$ cat src/rtl/load_unit_pkg.sv
// load_unit_pkg: shared constants, load state encoding and funct3 legality helper
package load_unit_pkg;
  localparam int MSB = 31;
  localparam int LSB = 0;
  localparam logic [2:0] LB  = 3'b000;
  localparam logic [2:0] LH  = 3'b001;
  localparam logic [2:0] LW  = 3'b010;
  localparam logic [2:0] LBU = 3'b100;
  localparam logic [2:0] LHU = 3'b101;
  localparam logic [6:0] OP_LOAD = 7'b0000011;
  typedef enum logic [2:0] {IDLE, REQ0, WAIT0, REQ1, WAIT1, RESP} ld_state_t;
  function automatic logic legal_f3(input logic [2:0] f);
    return f inside {LB, LH, LW, LBU, LHU};
  endfunction
endpackage

$ cat src/rtl/load_unit_align.sv
// load_align: extracts and extends a byte/halfword/word from two adjacent memory words
module load_align
  import load_unit_pkg::*;
(
  input  logic [MSB:LSB] word0,
  input  logic [MSB:LSB] word1,
  input  logic [1:0]     offset,
  input  logic [2:0]     funct3,
  output logic [MSB:LSB] data
);
  logic [MSB:LSB] sh;
  always_comb begin
    sh   = 32'({word1, word0} >> {offset, 3'b000});
    data = funct3 == LB  ? {{24{sh[7]}}, sh[7:0]} :
           funct3 == LBU ? {24'b0, sh[7:0]} :
           funct3 == LH  ? {{16{sh[15]}}, sh[15:0]} :
           funct3 == LHU ? {16'b0, sh[15:0]} : sh;
  end
endmodule

$ cat src/rtl/load_unit.sv
// load_unit: issues aligned memory reads for a load, splitting word-crossing accesses in two
module load_unit
  import load_unit_pkg::*;
(
  input  logic           clk,
  input  logic           rst,
  input  logic           ld_valid,
  output logic           ld_ready,
  input  logic [MSB:LSB] idata,
  input  logic [MSB:LSB] daddr,
  output logic           mem_req,
  output logic [MSB:LSB] mem_addr,
  input  logic           mem_gnt,
  input  logic           mem_rvalid,
  input  logic [MSB:LSB] mem_rdata,
  output logic           rd_valid,
  output logic [MSB:LSB] rd_data,
  output logic           rd_err
);
  ld_state_t state, nxt;
  logic [2:0] f3;
  logic [MSB:LSB] addr, w0, w1, aligned, base;
  logic split, err, legal, split_in, unused_idata;
  assign legal = idata[6:0] == OP_LOAD && legal_f3(idata[14:12]);
  assign split_in = ((idata[14:12] == LH || idata[14:12] == LHU) && daddr[1:0] == 2'd3) ||
                    (idata[14:12] == LW && daddr[1:0] != 2'd0);
  assign base = {addr[MSB:2], 2'b00};
  assign unused_idata = ^{idata[MSB:15], idata[11:7]};
  always_ff @(posedge clk or posedge rst) begin
    if (rst) state <= IDLE;
    else state <= nxt;
  end
  always_comb begin
    nxt = state;
    case (state)
      IDLE:    if (ld_valid) nxt = legal ? REQ0 : RESP;
      REQ0:    if (mem_gnt) nxt = WAIT0;
      WAIT0:   if (mem_rvalid) nxt = split ? REQ1 : RESP;
      REQ1:    if (mem_gnt) nxt = WAIT1;
      WAIT1:   if (mem_rvalid) nxt = RESP;
      default: nxt = IDLE;
    endcase
  end
  always_comb begin
    ld_ready = state == IDLE;
    mem_req  = state == REQ0 || state == REQ1;
    mem_addr = state == REQ1 ? base + 32'd4 : base;
    rd_valid = state == RESP;
    rd_err   = rd_valid && err;
    rd_data  = rd_valid && !err ? aligned : '0;
  end
  // word1 is cleared on accept so non-split extraction sees zeros above word0
  always_ff @(posedge clk or posedge rst) begin
    if (rst) begin
      f3    <= '0;
      addr  <= '0;
      w0    <= '0;
      w1    <= '0;
      split <= 1'b0;
      err   <= 1'b0;
    end else if (state == IDLE && ld_valid) begin
      f3    <= idata[14:12];
      addr  <= daddr;
      split <= split_in;
      err   <= !legal;
      w1    <= '0;
    end else if (state == WAIT0 && mem_rvalid) begin
      w0 <= mem_rdata;
    end else if (state == WAIT1 && mem_rvalid) begin
      w1 <= mem_rdata;
    end
  end
  load_align u_align (
    .word0  (w0),
    .word1  (w1),
    .offset (addr[1:0]),
    .funct3 (f3),
    .data   (aligned)
  );
endmodule

$ cat config.mk
export PLATFORM = sky130hd
export DESIGN_NAME = load_unit
export DESIGN_NICKNAME = d
export VERILOG_FILES = /design/src/rtl/load_unit_pkg.sv /design/src/rtl/load_unit_align.sv /design/src/rtl/load_unit.sv
export SDC_FILE = /design/constraint.sdc
export NUM_CORES = 1
export LEC_CHECK = 0
export ABC_AREA = 1
export BUFFER_PORTS_ARGS = -buffer_cell sky130_fd_sc_hd__buf_2
export CAP_MARGIN = 20
export CORE_MARGIN = 5
export CORE_UTILIZATION = 53
export DETAILED_ROUTE_END_ITERATION = 6
export MAX_ROUTING_LAYER = met4
export PLACE_DENSITY = 0.78
export SYNTH_ARGS = -nofsm -noshare
export SYNTH_HDL_FRONTEND = slang
export SYNTH_SLANG_ARGS = --single-unit
$ cat constraint.sdc
create_clock -name clk -period 3.17 [get_ports clk]
set_clock_uncertainty 0.2 [all_clocks]
set_input_delay 0.1585 -clock clk [delete_from_list [all_inputs] [get_ports clk]]
set_output_delay 0.1585 -clock clk [all_outputs]
set_load 0.01 [all_outputs]
# ---- Word level (Yosys, flattened, before mapping)
# Index checks and enable logic that the tools add are counted.
dict set report word_totals {
  reg_bits 104
  in_bits 101
  output_inout_bits 68
  wordCells 69
}
dict set report classes {
  bitwise 1
  mux 17
  n_eq_ne 20
  add_sub_neg 1
  n_reduce_logical 22
  shift 1
}
# op count
set ops {}
lappend ops {{32-bit 2-to-1 mux} 9}
lappend ops {{64-bit by 5-bit >> shifter with 32-bit output} 1}
lappend ops {{32-bit by 3-bit adder with 32-bit output (second input constant)} 1}
lappend ops {{3-bit 2-to-1 mux} 7}
lappend ops {{3-bit equality test (second input constant)} 6}
lappend ops {{3-bit one-hot mux with 5 select lines} 1}
lappend ops {{2-bit inequality test (second input constant)} 6}
lappend ops {{3-bit by 1-bit equality test with 1-bit output (second input constant)} 3}
lappend ops {{3-bit by 2-bit equality test with 1-bit output (second input constant)} 3}
lappend ops {{3-bit logical NOT} 3}
lappend ops {{1-bit logical AND} 8}
lappend ops {{7-bit by 2-bit equality test with 1-bit output (second input constant)} 1}
lappend ops {{5-bit AND reduction} 1}
lappend ops {{5-bit nonzero test} 1}
lappend ops {{2-bit AND reduction} 2}
lappend ops {{2-bit nonzero test} 2}
lappend ops {{1-bit logical OR} 3}
lappend ops {{2-bit equality test (second input constant)} 1}
lappend ops {{1-bit logical NOT} 2}
lappend ops {{1-bit inverter} 1}

# ---- Logic depth before layout (Yosys ltp)
dict set report logic_depth {
  ltp_word 6
  depth_mapped 10
  depth_no_buf 9
}

# ---- By module
# Synthesis repeated with hierarchy kept, for this count alone.
dict set report hier_totals {
  hier_cells 935
  hier_area_um2 6723.9
}
# mod seq_area_each_um2 cells_per_inst instances area_each_um2
set modules_own_cells {}
lappend modules_own_cells {load_unit 2602.5 668 1 5496.5}
lappend modules_own_cells {load_align 0.0 267 1 1227.4}

# ---- Worst setup path before layout
# No wires, ideal clock.
dict set report synth_path {
  path_type {reg-to-output}
  from {register addr[3] (netlist name)}
  to {output port mem_addr[20] (netlist name)}
  path_buffers 0
  stages_incl_launch_ff 8
  path_slack_ns 1.418
  t_arrival_ns 1.394
  required_ns 2.812
  path_cell_list {dfrtp_1 -> ha_1 -> inv_1 -> nor2_1 -> nand3_1 -> nor2_2 -> nand2_1 -> xor2_1}
}
dict set report synth_via {
  elab_chain_cells 2
}
# element line
set synth_lines {}
lappend synth_lines {{start: declaration} load_unit.sv:22} ;# logic [MSB:LSB] addr, w0, w1, aligned, base;
lappend synth_lines {{start signal: assignment} load_unit.sv:63} ;# addr <= daddr;
lappend synth_lines {{32-bit by 3-bit adder with 32-bit output} load_unit.sv:47} ;# mem_addr = state == REQ1 ? base + 32'd4 : base;
lappend synth_lines {{32-bit 2-to-1 mux} load_unit.sv:47}
lappend synth_lines {{end: declaration} load_unit.sv:12} ;# output logic [MSB:LSB] mem_addr,
# Every way passes these cells.

# ---- Final worst setup path
dict set report layout_path {
  from {register addr[0] (netlist name)}
  to {output port rd_data[30] (netlist name)}
}
dict set report layout_via {
  elab_chain_cells 6
}
# element line
set layout_lines {}
lappend layout_lines {{64-bit by 5-bit >> shifter with 32-bit output *} load_unit_align.sv:13} ;# sh = 32'({word1, word0} >> {offset, 3'b000});
lappend layout_lines {{32-bit 2-to-1 mux} load_unit_align.sv:17} ;# funct3 == LHU ? {16'b0, sh[15:0]} : sh;
lappend layout_lines {{32-bit 2-to-1 mux} load_unit_align.sv:16} ;# funct3 == LH ? {{16{sh[15]}}, sh[15:0]} :
lappend layout_lines {{32-bit 2-to-1 mux} load_unit_align.sv:15} ;# funct3 == LBU ? {24'b0, sh[7:0]} :
lappend layout_lines {{32-bit 2-to-1 mux *} load_unit_align.sv:14} ;# data = funct3 == LB ? {{24{sh[7]}}, sh[7:0]} :
lappend layout_lines {{32-bit 2-to-1 mux *} load_unit.sv:50} ;# rd_data = rd_valid && !err ? aligned : '0;
lappend layout_lines {{end: declaration} load_unit.sv:17} ;# output logic [MSB:LSB] rd_data,
# Every way passes the cells marked *; elsewhere a longest branch is shown, timed or not.

==> results.tsv <==
stage	metric	value	unit
clock_network	htree depth	3	
cells_and_area	multi-input logic area	2850	µm²
floorplanning	die height	116	µm
drt	vias per std cell	5.22	
power	LEAKAGE	4.26	nW
drt	wire per inst	14.7	µm
yosys	synthesized instance count	890	
power	Worst VDD drop	549	µV
floorplanning	Starting Density	0.544	
cells_and_area	nets	1189	
power	PD cells	923	nW/µm²
status	outcome	finished, violations left	
power	Net Sw Frac	0.470	
timing	Max transition margin	0.472	
global_routing	number of global-route vias before repair	6332	
drt	final WL	18100	µm
clock_network	Clock Root Buffer	clkbuf_16	
critical_path	Critical Path Fanout Max	43	
timing	Fmax	0.377	GHz
timing	count of pins over their slew limit	0	
cells_and_area	Layout area overhead	30.9	%
global_routing	first-pass GRT wire length	29400	µm
timing	final setup vio count	0	
power	sequential share of power	0.305	
critical_path	CP Launch Type	register	
drt	drt pass-1 iters	7	
drt	drc violations	3	
clock_network	CTS clock-pin slew for the worst setup and hold paths	70	ps
clock_network	clock buffer depth	2	
critical_path	WS Path Type	register to output port	
yosys	Seq/Total Area, Yosys	0.404	
drt	routed vias	6423	
power	power share of the combinational group	0.531	
yosys	Netlist cell types	30	
floorplanning	Core ar.	10900	µm²
timing	RSZ-0062 raised after global routing	false	
clock_network	TritonCTS buffer count	9	
placement	DPL Wire Length	12200	µm
cells_and_area	fraction of layout cells with a size suffix above 1	0.179	
placement	port bufs	144	
placement	Final GP Congestion	0.902	
critical_path	Worst Path Required	2810	ps
yosys	Avg Cell Area, Syn	6.69	µm²
floorplanning	Die Area	13500	µm²
floorplanning	die width	116	µm
clock_network	worst skew pair latency	340	ps
drt	Routed Antenna Nets	0	
timing	ratio of final minimum period to clock period	0.837	
critical_path	crit end category	output port	
floorplanning	I/O Pins	169	
power	Pint	0.00381	W
timing	Hold Fails Final Rpt	0	
yosys	Mapped Area	5950	µm²
status	failing checks	design-rule violations	
min_path	Hold Path Class	input port to register	
placement	dpl cells	1143	
global_routing	GRT Util Overall	0.283	
critical_path	CP Data Arrival Time	2290	ps
flow_run	max cap viols	0	
global_routing	largest net degree at the start of global routing	62	
cells_and_area	n_diodes	0	
power	sw power	0.00338	W
clock_network	TritonCTS Sinks	96	
clock_network	Setup Buffers After CTS	0	
clock_network	Hold Buf Count CTS	73	
timing	Final TNS setup	0	ps
yosys	synth warn	0	
power	Clk pwr share	0.163	
global_routing	initial antenna violation count	0	
cells_and_area	Final Non-Filler Cells	1231	
cells_and_area	register area	2400	µm²
cells_and_area	FILL cells	898	
clock_network	post-cts sizing count	0	
timing	Worst Max-Slew Pin Slew	792	ps
drt	Initial DRC Count	468	
floorplanning	row count	38	
global_routing	grt ovf	0	
yosys	Seq cells post-synth	96	
cells_and_area	final design utilization	0.712	
clock_network	TritonCTS clock tree	done	
timing	Final min period	2650	ps
-- cell usage in the layout, fill, tap and decap left out, types with 2 or more instances in the layout --
cell type	instances
nand2_1	316
buf_2	144
inv_1	123
dfrtp_1	96
dlygate4sd3_1	73
o21ai_0	68
nand3_1	66
a21oi_1	42
nor2_1	37
o22ai_1	24
xor2_1	16
buf_4	11
o211ai_1	10
clkbuf_16	9
nand4_1	7
or2_2	7
nor3_1	7
inv_2	6
xnor2_1	4
nand2_2	3
nor3_2	3
nor2_2	3
conb_1	2
inv_6	2
bufinv_16	2
-- final cells by class --
class                           count  area share
Clock buffer                        9      0.0289
Clock inverter                      6      0.0116
Inverter                          130      0.0630
Multi-Input combinational cell    621       0.366
Sequential cell                    96       0.308
Tap cell                          140      0.0225
Timing Repair Buffer              229       0.199
-- worst max-delay path, cell delays in order, from the launching register on --
cell     delay [ps]
dfrtp_1         370
buf_4           380
nand2_1         120
nand3_1         100
nand3_1         120
nand2_1         410
nand2_1         110
a21oi_1         180
buf_2           160
-- Yosys cell counts --
master	instances	area, µm²
buf_1	2	7.51
buf_2	16	80.1
o21ai_1	1	5.00
nor3_2	3	30.0
xnor2_1	4	35.0
o21ai_0	68	340
buf_4	6	45.0
dfrtp_1	96	2400
nand3_1	66	330
buf_6	1	11.3
conb_1	1	3.75
nand2_2	2	12.5
or2_2	7	43.8
nand2_1	317	1190
o22ai_1	24	150
clkbuf_1	19	71.3
nand4_1	7	43.8
ha_1	1	12.5
nor3_1	7	35.0
nor2_2	3	18.8
nor2_4	1	11.3
inv_1	124	465
a21oi_1	42	210
xor2_1	16	140
and2_1	1	6.26
o211ai_1	10	75.1
o31ai_1	1	7.51
nor2_1	37	139
inv_2	6	22.5
a211oi_1	1	7.51
-- stage by stage --
| step | cell area, µm² | hold WS [ps] | total power, W | setup WS [ps] |
|---|---|---|---|---|
| 4_1_cts | 7790 | 9.06 | 0.00713 | 514 |
| 6_report | 7790 | 75.1 | 0.00719 | 517 |
| 2_1_floorplan | 5960 | 68.1 | 0.00482 | 306 |
| 3_5_place_dp | 6750 | 156 | 0.00586 | 887 |
| 5_1_grt | 7790 | 104 | 0.00783 | 289 |
| 3_3_place_gp | 6750 | 150 | 0.00578 | 931 |
-- cell families after synthesis --
logic type | synth area share
compound gates | 0.134
xor+xnor | 0.0294
fa+ha+maj | 0.00210
buf+inv | 0.118
flops | 0.404
other cells | 0.000630
simple gates | 0.313
-- per-layer routing --
layer,up-vias,track usage,share of wire
li1,3185,-,-
met1,2913,0.334,0.40
met2,281,0.470,0.49
met3,44,0.0569,0.075
met4,0,0.119,0.035
met5,-,-,0
-- power by group through the flow --
stage          registers, W  logic (W)  clock network [W]
3_5_place_dp        0.00220    0.00366                  0
6_report            0.00220    0.00382            0.00117
2_1_floorplan       0.00209    0.00274                  0
3_3_place_gp        0.00218    0.00360                  0
4_1_cts             0.00219    0.00376            0.00119
5_1_grt             0.00226    0.00434            0.00123
-- state kept, by name, indices dropped and copies added (netlist names) --
signal,cells
split,1
f3,3
w0,32
state,3
addr,32
err,1
w1,24
-- worst paths after layout --
check | startpoint | to | slack [ps] | cells past startpoint
max | addr[0]$_DFFE_PP0P_ | rd_data[30] | 520 | 8
min | ld_valid | state[2]$_DFFE_PP0P_ | 80 | 5
max reg2reg | state[0]$_DFFE_PP0P_ | addr[25]$_DFFE_PP0P_ | 910 | 8
min reg2reg | w0[5]$_DFFE_PP0N_ | w0[5]$_DFFE_PP0N_ | 280 | 2
max in group asynchronous | rst | addr[26]$_DFFE_PP0P_ | 1770 | 4
min in group asynchronous | rst | w0[1]$_DFFE_PP0N_ | 320 | 3
Power figures use the tool's default switching activity.
